### config.mk
export PLATFORM = sky130hd
export DESIGN_NAME = bus_valve_ctrl_flat
export DESIGN_NICKNAME = d
export VERILOG_FILES = /design/src/rtl/bus_valve_ctrl_pkg.sv /design/src/rtl/bus_valve_ctrl_if.sv /design/src/rtl/bus_valve_ctrl_cnt.sv /design/src/rtl/bus_valve_ctrl.sv /design/src/flat_wrapper.sv
export SDC_FILE = /design/constraint.sdc
export NUM_CORES = 1
export LEC_CHECK = 0
export BUFFER_PORTS_ARGS = -buffer_cell sky130_fd_sc_hd__buf_4
export CORE_AREA = 2 2 85 87
export DETAILED_ROUTE_END_ITERATION = 12
export DIE_AREA = 0 0 87 89
export HOLD_SLACK_MARGIN = 0.08
export MAX_ROUTING_LAYER = met4
export PLACE_DENSITY = 0.72
export SLEW_MARGIN = 5
export SYNTH_ARGS = -nofsm -noshare
export SYNTH_HDL_FRONTEND = slang
export SYNTH_SLANG_ARGS = --single-unit
### constraint.sdc
create_clock -name clk -period 2.5 [get_ports clk]
set_input_delay 0.5 -clock clk [delete_from_list [all_inputs] [get_ports clk]]
set_output_delay 0.5 -clock clk [all_outputs]
set_load 0.02 [all_outputs]
### src/rtl/bus_valve_ctrl_pkg.sv
// Shared types for the OMNIBUS valve controller.
// Bus holds the protocol enums used by every bus-side block; bus_valve_ctrl_pkg
// holds the controller's own state type and timer sizing helper.

package Bus;
    typedef enum logic [1:0] {IDLE = 2'd0, WRITE = 2'd1, READ = 2'd2} Cmd;
    typedef enum logic [1:0] {NULL = 2'd0, DVA = 2'd1, ERR = 2'd3} Resp;
endpackage

package bus_valve_ctrl_pkg;
    typedef enum logic [1:0] {OPEN = 2'd0, DRAIN = 2'd1, CLOSED = 2'd2} Valve_state;

    localparam int DEFAULT_TIMEOUT = 1024;

    // Timer must hold TIMEOUT-1; never narrower than one bit.
    function automatic int timer_width(input int timeout);
        int w;
        w = $clog2(timeout + 1);
        return (w < 1) ? 1 : w;
    endfunction

    localparam int DEFAULT_TMR_W = timer_width(DEFAULT_TIMEOUT);
endpackage

### src/rtl/bus_valve_ctrl_if.sv
// OMNIBUS point-to-point link: master drives commands, slave returns responses.

interface Bus_if #(
    parameter int ADDR_W = 32,
    parameter int DATA_W = 32
);
    Bus::Cmd               MCmd;
    logic [ADDR_W-1:0]     MAddr;
    logic [DATA_W-1:0]     MData;
    logic [DATA_W/8-1:0]   MByteEn;
    logic                  MReset_n;
    logic                  MRespAccept;
    logic                  SCmdAccept;
    Bus::Resp              SResp;
    logic [DATA_W-1:0]     SData;

    modport master (
        output MCmd, MAddr, MData, MByteEn, MReset_n, MRespAccept,
        input  SCmdAccept, SResp, SData
    );

    modport slave (
        input  MCmd, MAddr, MData, MByteEn, MReset_n, MRespAccept,
        output SCmdAccept, SResp, SData
    );
endinterface

### src/rtl/bus_valve_ctrl_cnt.sv
// Saturating up/down counter of outstanding bus transactions.
// clr wins over inc/dec; overflow is sticky until reset.

module bus_outstanding_cnt #(
    parameter int CNT_W = 4
) (
    input  logic             clk,
    input  logic             reset,
    input  logic             inc,
    input  logic             dec,
    input  logic             clr,
    output logic [CNT_W-1:0] count,
    output logic             zero,
    output logic             overflow
);
    localparam logic [CNT_W-1:0] CNT_MAX = '1;

    logic [CNT_W-1:0] count_q, count_d;
    logic             ovf_q, ovf_d;

    // Next count: simultaneous inc/dec cancel, saturate high, floor at zero.
    always_comb begin
        count_d = count_q;
        ovf_d   = ovf_q;
        if (clr) begin
            count_d = '0;
        end else if (inc && !dec) begin
            if (count_q == CNT_MAX) begin
                ovf_d = 1'b1;
            end else begin
                count_d = count_q + CNT_W'(1);
            end
        end else if (dec && !inc && count_q != '0) begin
            count_d = count_q - CNT_W'(1);
        end
    end

    // Counter and sticky overflow registers.
    always_ff @(posedge clk or posedge reset) begin
        if (reset) begin
            count_q <= '0;
            ovf_q   <= 1'b0;
        end else begin
            count_q <= count_d;
            ovf_q   <= ovf_d;
        end
    end

    assign count    = count_q;
    assign zero     = (count_q == '0);
    assign overflow = ovf_q;
endmodule

### src/rtl/bus_valve_ctrl.sv
// OMNIBUS valve sequencer: stops new commands, waits for outstanding
// responses (or a timeout), then closes the valve.
//
// state  | meaning
// OPEN   | full pass-through, valve open
// DRAIN  | new commands blocked, waiting for outstanding responses
// CLOSED | valve_close asserted, path isolated by the valve

module bus_valve_ctrl
    import bus_valve_ctrl_pkg::*;
#(
    parameter int CNT_W      = 4,
    parameter bit WRITE_RESP = 1'b0,
    parameter int TIMEOUT    = DEFAULT_TIMEOUT
) (
    input  logic  clk,
    input  logic  reset,
    Bus_if.slave  in,
    Bus_if.master out,
    input  logic  close_req,
    output logic  valve_close,
    output logic  closed,
    output logic  draining,
    output logic  timeout,
    output logic  overflow
);
    localparam int TMR_W = timer_width(TIMEOUT);
    localparam logic [TMR_W-1:0] TMR_LAST = TMR_W'((TIMEOUT > 0) ? TIMEOUT - 1 : 0);

    Valve_state       state_q, state_d;
    logic [TMR_W-1:0] timer_q, timer_d;
    logic             timeout_q, timeout_d;
    logic             force_close;

    logic             cmd_acc, cnt_cmd, rsp_acc, cnt_clr, cnt_zero;
    logic [CNT_W-1:0] count;

    // Pass-through; only the command and its accept are gated while draining.
    assign out.MCmd        = (state_q == DRAIN) ? Bus::IDLE : in.MCmd;
    assign in.SCmdAccept   = (state_q == DRAIN) ? 1'b0 : out.SCmdAccept;
    assign out.MAddr       = in.MAddr;
    assign out.MData       = in.MData;
    assign out.MByteEn     = in.MByteEn;
    assign out.MReset_n    = in.MReset_n;
    assign out.MRespAccept = in.MRespAccept;
    assign in.SResp        = out.SResp;
    assign in.SData        = out.SData;

    // Handshake events seen on the valve side of the gate.
    assign cmd_acc = (out.MCmd != Bus::IDLE) && out.SCmdAccept;
    assign cnt_cmd = cmd_acc && ((out.MCmd == Bus::READ) ||
                                 (WRITE_RESP && (out.MCmd == Bus::WRITE)));
    assign rsp_acc = (out.SResp != Bus::NULL) && in.MRespAccept;

    // Counter is pinned at zero while closed and flushed on a forced close.
    assign cnt_clr = force_close || (state_q == CLOSED);

    bus_outstanding_cnt #(.CNT_W(CNT_W)) u_cnt (
        .clk      (clk),
        .reset    (reset),
        .inc      (cnt_cmd),
        .dec      (rsp_acc),
        .clr      (cnt_clr),
        .count    (count),
        .zero     (cnt_zero),
        .overflow (overflow)
    );

    // Next-state logic; in DRAIN a release beats completion, completion beats timeout.
    always_comb begin
        state_d     = state_q;
        timer_d     = timer_q;
        timeout_d   = timeout_q;
        force_close = 1'b0;
        case (state_q)
            OPEN: begin
                if (close_req) begin
                    state_d   = DRAIN;
                    timer_d   = '0;
                    timeout_d = 1'b0;
                end
            end
            DRAIN: begin
                timer_d = timer_q + TMR_W'(1);
                if (!close_req) begin
                    state_d = OPEN;
                end else if (cnt_zero || ((count == CNT_W'(1)) && rsp_acc)) begin
                    state_d = CLOSED;
                end else if ((TIMEOUT != 0) && (timer_q == TMR_LAST)) begin
                    state_d     = CLOSED;
                    timeout_d   = 1'b1;
                    force_close = 1'b1;
                end
            end
            CLOSED: begin
                if (!close_req) begin
                    state_d = OPEN;
                end
            end
            default: state_d = OPEN;
        endcase
    end

    // State, drain timer and sticky timeout flag.
    always_ff @(posedge clk or posedge reset) begin
        if (reset) begin
            state_q   <= OPEN;
            timer_q   <= '0;
            timeout_q <= 1'b0;
        end else begin
            state_q   <= state_d;
            timer_q   <= timer_d;
            timeout_q <= timeout_d;
        end
    end

    assign valve_close = (state_q == CLOSED);
    assign closed      = (state_q == CLOSED);
    assign draining    = (state_q == DRAIN);
    assign timeout     = timeout_q;
endmodule

### src/flat_wrapper.sv
// flat-port wrapper written by rule: the top's interface ports become plain ports
module bus_valve_ctrl_flat import bus_valve_ctrl_pkg::*;
#(
    parameter int CNT_W      = 4,
    parameter bit WRITE_RESP = 1'b0,
    parameter int TIMEOUT    = DEFAULT_TIMEOUT
)
  (clk, reset, close_req, valve_close, closed, draining, timeout, overflow, in_MCmd, in_MAddr, in_MData, in_MByteEn, in_MReset_n, in_MRespAccept, in_SCmdAccept, in_SResp, in_SData, out_MCmd, out_MAddr, out_MData, out_MByteEn, out_MReset_n, out_MRespAccept, out_SCmdAccept, out_SResp, out_SData);
  Bus_if in_i ();
  Bus_if out_i ();
  input  logic clk;
  input  logic reset;
  input  logic close_req;
  output logic valve_close;
  output logic closed;
  output logic draining;
  output logic timeout;
  output logic overflow;
  input wire logic [$bits(in_i.MCmd)-1:0] in_MCmd;
  input wire logic [$bits(in_i.MAddr)-1:0] in_MAddr;
  input wire logic [$bits(in_i.MData)-1:0] in_MData;
  input wire logic [$bits(in_i.MByteEn)-1:0] in_MByteEn;
  input wire logic [$bits(in_i.MReset_n)-1:0] in_MReset_n;
  input wire logic [$bits(in_i.MRespAccept)-1:0] in_MRespAccept;
  output wire logic [$bits(in_i.SCmdAccept)-1:0] in_SCmdAccept;
  output wire logic [$bits(in_i.SResp)-1:0] in_SResp;
  output wire logic [$bits(in_i.SData)-1:0] in_SData;
  output wire logic [$bits(out_i.MCmd)-1:0] out_MCmd;
  output wire logic [$bits(out_i.MAddr)-1:0] out_MAddr;
  output wire logic [$bits(out_i.MData)-1:0] out_MData;
  output wire logic [$bits(out_i.MByteEn)-1:0] out_MByteEn;
  output wire logic [$bits(out_i.MReset_n)-1:0] out_MReset_n;
  output wire logic [$bits(out_i.MRespAccept)-1:0] out_MRespAccept;
  input wire logic [$bits(out_i.SCmdAccept)-1:0] out_SCmdAccept;
  input wire logic [$bits(out_i.SResp)-1:0] out_SResp;
  input wire logic [$bits(out_i.SData)-1:0] out_SData;
  assign in_i.MCmd = in_MCmd;
  assign in_i.MAddr = in_MAddr;
  assign in_i.MData = in_MData;
  assign in_i.MByteEn = in_MByteEn;
  assign in_i.MReset_n = in_MReset_n;
  assign in_i.MRespAccept = in_MRespAccept;
  assign in_SCmdAccept = in_i.SCmdAccept;
  assign in_SResp = in_i.SResp;
  assign in_SData = in_i.SData;
  assign out_MCmd = out_i.MCmd;
  assign out_MAddr = out_i.MAddr;
  assign out_MData = out_i.MData;
  assign out_MByteEn = out_i.MByteEn;
  assign out_MReset_n = out_i.MReset_n;
  assign out_MRespAccept = out_i.MRespAccept;
  assign out_i.SCmdAccept = out_SCmdAccept;
  assign out_i.SResp = out_SResp;
  assign out_i.SData = out_SData;
  bus_valve_ctrl #(.CNT_W(CNT_W), .WRITE_RESP(WRITE_RESP), .TIMEOUT(TIMEOUT)) u_core (.clk(clk), .reset(reset), .in(in_i), .out(out_i), .close_req(close_req), .valve_close(valve_close), .closed(closed), .draining(draining), .timeout(timeout), .overflow(overflow));
endmodule
==> results.sh, run 1 <==
export IMPL_power_mw=1.14
export IMPL_outcome="finished, final reports clean"
export IMPL_ir_worst_vdd_mv=0.331
export IMPL_gp_congestion=0.829
export IMPL_postCtsSetupBuffers=0
export IMPL_ctsHoldBuffers=0
export IMPL_path_cells="nand2b_1 -> inv_1 -> buf_4"
export IMPL_ys_seq_elements=19
export IMPL_rrSetupSlack_ns=0.63
export IMPL_clkLatencyLatePin_ns=0.26
export IMPL_syn_cell_area_um2=1950
export IMPL_cts_resized=0
export IMPL_die_x_um=87
export IMPL_final_cell_mix="buf_4, dfrtp_1, nand2_1"
export IMPL_final_antenna_net_count=0
export IMPL_cts_htree_levels=1
export IMPL_rsz0062_at_grt="false"
export IMPL_startpoint="u_core.state_q[0]"
export IMPL_grt_max_degree=20
export IMPL_relSlewSlack_pct=50.5
export IMPL_fmax_ghz=0.472
export IMPL_critPathKind="reg2out"
export IMPL_drt_wl_total_um=3110
export IMPL_synth_edff_count=0
export IMPL_reg2reg_depth=7
export IMPL_rr_startpoint="u_core.u_cnt.count[0]"
export IMPL_sequentialPowerShare_pct=42.6
export IMPL_power_frac_comb_pct=38.1
export IMPL_cts_buffers=3
export IMPL_dieArea_um2=7740
export IMPL_final_common_cell="buf_4"
export IMPL_crit_slowest_cell="nand2b_1"
export IMPL_vias=1052
export IMPL_power_density_nw_per_um2=798
export IMPL_syn_avg_cell_area_um2=8.50
export IMPL_yosysSeqAreaShare_pct=24.4
export IMPL_synth_area_leaders="buf_4, dfrtp_1, nand2_1"
export IMPL_synthesis_nets=344
export IMPL_synth_warnings=0
export IMPL_dp_hpwl_um=2350
export IMPL_tritoncts="done"
export IMPL_antenna_cells=0
export IMPL_power_switching_uw=460
export IMPL_period_minus_slack_ns=2.12
export IMPL_synth_top_area_share_pct=40.5
export IMPL_worstPathMaxFanout=16
export IMPL_rows=30
export IMPL_critPathMaxStageDelay_ns=0.44
export IMPL_global_route_overflow_total=0
export IMPL_clock_sinks=19
export IMPL_grtUsageTotal_pct=8.08
export IMPL_nets=260
export IMPL_remaining_drc_errors=0
export IMPL_clockBufferDepth=2
export IMPL_drt_iter0_markers=46
export IMPL_fin_worst_skew_ns=0.00865
export IMPL_regToRegEndpoint="u_core.u_cnt.count[2]"
export IMPL_synthFlopType="dfrtp_1"
export IMPL_io_buffer_count=19
export IMPL_grt_pass1_vias=1066
export IMPL_path_clk_slew_ns=0.08
export IMPL_core_area_um2=6720
export IMPL_ios=222
export IMPL_synthArstFlopShare_pct=100
export IMPL_p_clk_share_pct=19.2
export IMPL_initial_core_util_pct=29.0
export IMPL_post_place_ws_ns=0.650
export IMPL_crit_arrival_ns=1.62
export IMPL_netlist_instances=229
export IMPL_antenna_found_initial=0
export IMPL_drv_slew=0
export IMPL_viasPerCell=4.70
export IMPL_crit_path_start_kind="register"
export IMPL_root_buffer="clkbuf_8"
export IMPL_dr_pass1_iters=4
export IMPL_end_kind="primary output"
export IMPL_required_ns=2.00
export IMPL_hold_violations=0
export IMPL_ys_types=40
export IMPL_hp_class="in2async"
export IMPL_finalSetupTns_ns=0
export IMPL_wl_per_cell_um=13.9
export IMPL_crit_path_end="draining"
export IMPL_setup_ws_ns=0.381
export IMPL_p_int_uw=680
export IMPL_swShare_pct=40.4
export IMPL_area_growth_pct=-26.5
export IMPL_setup_viol=0
export IMPL_drv_cap=0
export IMPL_grt_pass1_wl_um=4890
export IMPL_drive_gt1_share_pct=20.8
export IMPL_synth_largest_area_cell="buf_4"
export IMPL_p_leak_nw=0.642
export IMPL_period_share_pct=84.8
export IMPL_fp_dieH_um=89
export IMPL_tightest_slew_ns=0.742
==> critical path: cells and delay by family (launching register included) <==
kind	cells	cell delay [ns]
buf+inv	2	0.50
flops	1	0.41
simple gates	1	0.44
==> kinds of logic (layout without fill, tap and decap cells) <==
family | after synthesis | in the layout | synth area share [%]
buffers and inverters | 115 | 30 | 42.9
and+or+nand+nor | 57 | 57 | 15.8
AOI/OAI and AO/OA | 26 | 26 | 10.2
DFF | 19 | 19 | 24.4
adders and majority gates | 5 | 5 | 3.22
muxes | 5 | 5 | 2.57
xor gates and xnor gates | 2 | 2 | 0.900
==> sequential cells by signal (all words and copies together) (netlist names) <==
| name | count |
|---|---|
| u_core.u_cnt.count | 4 |
| u_core.timer_q | 11 |
| u_core.timeout | 1 |
| u_core.state_q | 2 |
| u_core.u_cnt.overflow | 1 |
==> power by group through the flow <==
stage	Sequential (mW)	Clock (mW)	Combinational, mW
floorplan	0.447	0	0.609
global placement	0.484	0	0.429
detailed placement	0.489	0	0.439
CTS	0.484	0.226	0.440
global route	0.502	0.244	0.498
finish	0.486	0.220	0.435
==> per-stage QoR <==
stage | hold slack [ns] | std cells | instance area (µm²) | util, %
after floorplan | 0.436 | 229 | 1950 | -
after global placement | 0.462 | 220 | 1380 | 20.6
after detailed placement | 0.474 | 220 | 1380 | 20.6
after CTS | 0.400 | 224 | 1430 | 21.3
after global routing | 0.418 | 224 | 1430 | 21.3
final | 0.363 | 224 | 1430 | 21.3
==> worst min-delay path by stage <==
| stage | startpoint | endpoint | slack [ns] | depth (start not counted) |
|---|---|---|---|---|
| 6_report | reset | u_core.u_cnt.overflow | 0.36 | 2 |
| 4_1_cts | reset | u_core.u_cnt.overflow | 0.40 | 2 |
| 2_1_floorplan | u_core.timer_q[10] | u_core.timer_q[10] | 0.44 | 1 |
| 3_5_place_dp | u_core.timer_q[10] | u_core.timer_q[10] | 0.47 | 1 |
| 5_1_grt | reset | u_core.u_cnt.overflow | 0.42 | 2 |
| 3_3_place_gp | u_core.u_cnt.overflow | u_core.u_cnt.overflow | 0.46 | 2 |
==> cells in the mapped netlist, types with 2 or more instances <==
cell type,count
a21oi_1,6
and2_1,3
and3_1,2
buf_4,105
clkbuf_1,2
dfrtp_1,19
ha_1,5
inv_1,6
mux2i_1,5
nand2_1,17
nand2b_1,5
nand3_1,7
nand4_1,4
nor2_1,7
nor2b_1,2
nor3_1,4
o21a_1,3
o21ai_0,5
==> area by class of cell <==
cell class	instances	area, µm²
clock buffer	3	41.3
tap	80	100
fill	732	5290
timing repair buffer	20	150
multi-input combinational	95	636
inverter	6	22.5
clock inverter	1	5.00
sequential	19	475
==> per-layer routing <==
metal / part of all wire [%] / global-route usage (%)
met5: 0 / -
met4: 7.6 / 6.53
met3: 9.6 / 3.69
met2: 43 / 11.6
met1: 40 / 8.52
Power figures use the tool's default switching activity.
==> inputs of run 2 (changes only) <==
--- a/config.mk
+++ b/config.mk
@@ -5,13 +5,14 @@
 export SDC_FILE = /design/constraint.sdc
 export NUM_CORES = 1
 export LEC_CHECK = 0
+export ABC_AREA = 1
 export BUFFER_PORTS_ARGS = -buffer_cell sky130_fd_sc_hd__buf_4
-export CORE_AREA = 2 2 85 87
+export CORE_AREA = 2 2 86 88
 export DETAILED_ROUTE_END_ITERATION = 12
-export DIE_AREA = 0 0 87 89
+export DIE_AREA = 0 0 88 90
 export HOLD_SLACK_MARGIN = 0.08
 export MAX_ROUTING_LAYER = met4
-export PLACE_DENSITY = 0.72
+export PLACE_DENSITY = 0.75
 export SLEW_MARGIN = 5
 export SYNTH_ARGS = -nofsm -noshare
 export SYNTH_HDL_FRONTEND = slang
==> constraint.sdc (replaced) <==
create_clock -name clk -period 1.9 [get_ports clk]
set_input_delay 0.38 -clock clk [delete_from_list [all_inputs] [get_ports clk]]
set_output_delay 0.38 -clock clk [all_outputs]
set_load 0.02 [all_outputs]
==> run 2 against run 1 <==
Power grew 46%. Sequential share of layout area shrank 2.9 points. Die area grew 2.3%. Clock skew shrank 0.0064 ns. Largest cell class unchanged.
==> results.sh, run 2 <==
export IMPL_outcome="finished, final reports clean"
export IMPL_dp_hpwl_um=3050
export IMPL_sequentialPowerShare_pct=35.8
export IMPL_final_cell_area_um2=1570
export IMPL_core_area_um2=7020
export IMPL_required_ns=1.52
export IMPL_drv_slew=0
export IMPL_synth_top_area_share_pct=38.7
export IMPL_drive_gt1_share_pct=19.5
export IMPL_antenna_found_initial=0
export IMPL_power_switching_uw=741
export IMPL_nets=311
export IMPL_power_density_nw_per_um2=1070
export IMPL_viasPerCell=4.19
export IMPL_drt_iter0_markers=16
export IMPL_fp_dieH_um=90
export IMPL_syn_cell_area_um2=2040
export IMPL_initial_core_util_pct=29.0
export IMPL_grt_pass1_wl_um=5930
export IMPL_rsz0062_at_grt="false"
export IMPL_synth_area_leaders="buf_4, dfrtp_1, inv_1"
export IMPL_power_frac_comb_pct=47.0
export IMPL_tritoncts="done"
export IMPL_end_kind="primary output"
export IMPL_post_dp_cell_area_um2=1520
export IMPL_regToRegEndpoint="u_core.u_cnt.count[0]"
export IMPL_worstPathMaxFanout=9
export IMPL_path_cells="inv_2 -> nand2_4 -> inv_2 -> nor2_1 -> buf_4"
export IMPL_crit_family="buffers and inverters"
export IMPL_synth_edff_count=0
export IMPL_largest_register_ffs=11
export IMPL_netlist_instances=276
export IMPL_cts_resized=0
export IMPL_relSlewSlack_pct=81.1
export IMPL_die_x_um=88
export IMPL_cp_buffers_inverters=3
export IMPL_crit_slowest_cell="dfrtp_1"
export IMPL_clockBufferDepth=2
export IMPL_area_growth_pct=-23.0
export IMPL_reg2reg_depth=8
export IMPL_swShare_pct=44.4
export IMPL_ios=222
export IMPL_yosysSeqAreaShare_pct=23.4
export IMPL_rr_startpoint="u_core.u_cnt.count[0]"
export IMPL_clock_sinks=19
export IMPL_postCtsSetupBuffers=0
export IMPL_fill_cells=779
export IMPL_ir_worst_vdd_mv=0.682
export IMPL_synth_largest_area_cell="buf_4"
export IMPL_cts_buffers=3
export IMPL_p_clk_share_pct=17.2
export IMPL_crit_path_start_kind="register"
export IMPL_wl_per_cell_um=12.7
export IMPL_grt_pass1_vias=1214
export IMPL_multi_input_area_um2=633
export IMPL_path_clk_slew_ns=0.07
export IMPL_dr_pass1_iters=4
export IMPL_rrSetupSlack_ns=0.41
export IMPL_vias=1232
export IMPL_ctsHoldBuffers=0
export IMPL_tightest_slew_ns=0.283
export IMPL_final_util_pct=22.3
export IMPL_fmax_ghz=0.612
export IMPL_synthesis_nets=391
export IMPL_period_minus_slack_ns=1.63
export IMPL_drv_cap=0
export IMPL_dieArea_um2=7920
export IMPL_remaining_drc_errors=0
export IMPL_cts_htree_levels=1
export IMPL_post_synth_top_count_cell="buf_4"
export IMPL_hp_class="in2async"
export IMPL_ys_seq_elements=19
export IMPL_critPathMaxStageDelay_ns=0.40
export IMPL_grtUsageTotal_pct=9.54
export IMPL_antenna_cells=0
export IMPL_critPathKind="reg2out"
export IMPL_synthFlopType="dfrtp_1"
export IMPL_period_share_pct=86.0
export IMPL_gp_congestion=0.852
export IMPL_grt_max_degree=20
export IMPL_hold_violations=0
export IMPL_largest_register="u_core.timer_q"
export IMPL_synth_warnings=0
export IMPL_io_buffer_count=19
export IMPL_setup_viol=0
export IMPL_final_cell_mix="inv_1, nand2_1, nor2_1"
export IMPL_p_leak_nw=0.809
export IMPL_path_common_cell="inv_2"
export IMPL_synthTopCellsByCount="buf_4, inv_1, nand2_1"
export IMPL_global_route_overflow_total=0
export IMPL_clkLatencyLatePin_ns=0.26
export IMPL_fin_worst_skew_ns=0.00229
export IMPL_synthArstFlopShare_pct=100
export IMPL_syn_avg_cell_area_um2=7.38
export IMPL_p_int_uw=929
export IMPL_final_antenna_net_count=0
export IMPL_finalSetupTns_ns=0
export IMPL_ys_types=29
export IMPL_root_buffer="clkbuf_8"
export IMPL_rows=31
export IMPL_drt_wl_total_um=3750
export IMPL_final_seq_area_um2=475
export IMPL_crit_arrival_ns=1.25
-- run 2: logic make-up after synthesis --
group	after synthesis	synth area share [%]
and+or+nand+nor	87	20.5
AOI/OAI and AO/OA	21	6.70
DFF	19	23.4
buffers and inverters	142	45.5
adders and majority gates	5	3.07
xor gates and xnor gates	2	0.861
-- run 2: worst max-delay path by stage --
stage	start	end	slack [ns]	cells after the start
2_1_floorplan	u_core.state_q[0]	valve_close	0.45	2
3_3_place_gp	out_SResp[1]	u_core.u_cnt.count[3]	0.40	7
3_5_place_dp	out_SResp[1]	u_core.u_cnt.count[0]	0.40	9
4_1_cts	u_core.state_q[1]	out_MCmd[0]	0.25	5
5_1_grt	u_core.state_q[1]	out_MCmd[0]	0.18	5
6_report	u_core.state_q[1]	out_MCmd[0]	0.27	5
-- run 2: area by class of cell --
cell class / count / share of cell area, %
multi-input cells: 115 / 40.4
well taps: 99 / 7.91
inverters: 37 / 8.87
flip-flops and latches: 19 / 30.4
clock buffers: 4 / 2.88
repair buffers: 20 / 9.58
-- run 2: power groups by stage --
stage	registers [mW]	logic, mW	clock network, mW
finish	0.598	0.786	0.287
global route	0.615	0.893	0.307
CTS	0.598	0.795	0.294
detailed placement	0.606	0.792	0
global placement	0.603	0.778	0
floorplan	0.580	0.902	0
-- run 2: layer usage --
metal | global-route usage (%) | wire length, µm | part of all wire [%] | vias up
met1 | 9.57 | 1280 | 34 | 548
li1 | - | - | - | 590
met3 | 3.12 | 433 | 12 | 40
met5 | - | 0 | 0 | -
met2 | 15.3 | 1830 | 49 | 54
met4 | 6.79 | 206 | 5.5 | 0
-- run 2: through the flow --
| step | cells | power [mW] | setup slack, ns | hold slack (ns) |
|---|---|---|---|---|
| floorplan | 276 | 1.48 | 0.451 | 0.331 |
| finish | 294 | 1.67 | 0.266 | 0.144 |
| detailed placement | 290 | 1.40 | 0.404 | 0.426 |
| CTS | 294 | 1.69 | 0.245 | 0.145 |
| global placement | 290 | 1.38 | 0.404 | 0.426 |
| global route | 294 | 1.81 | 0.176 | 0.176 |
-- run 2: worst min-delay path: stages --
cell   delay (ns)
buf_4        0.11
inv_1        0.04
buf_4        0.26
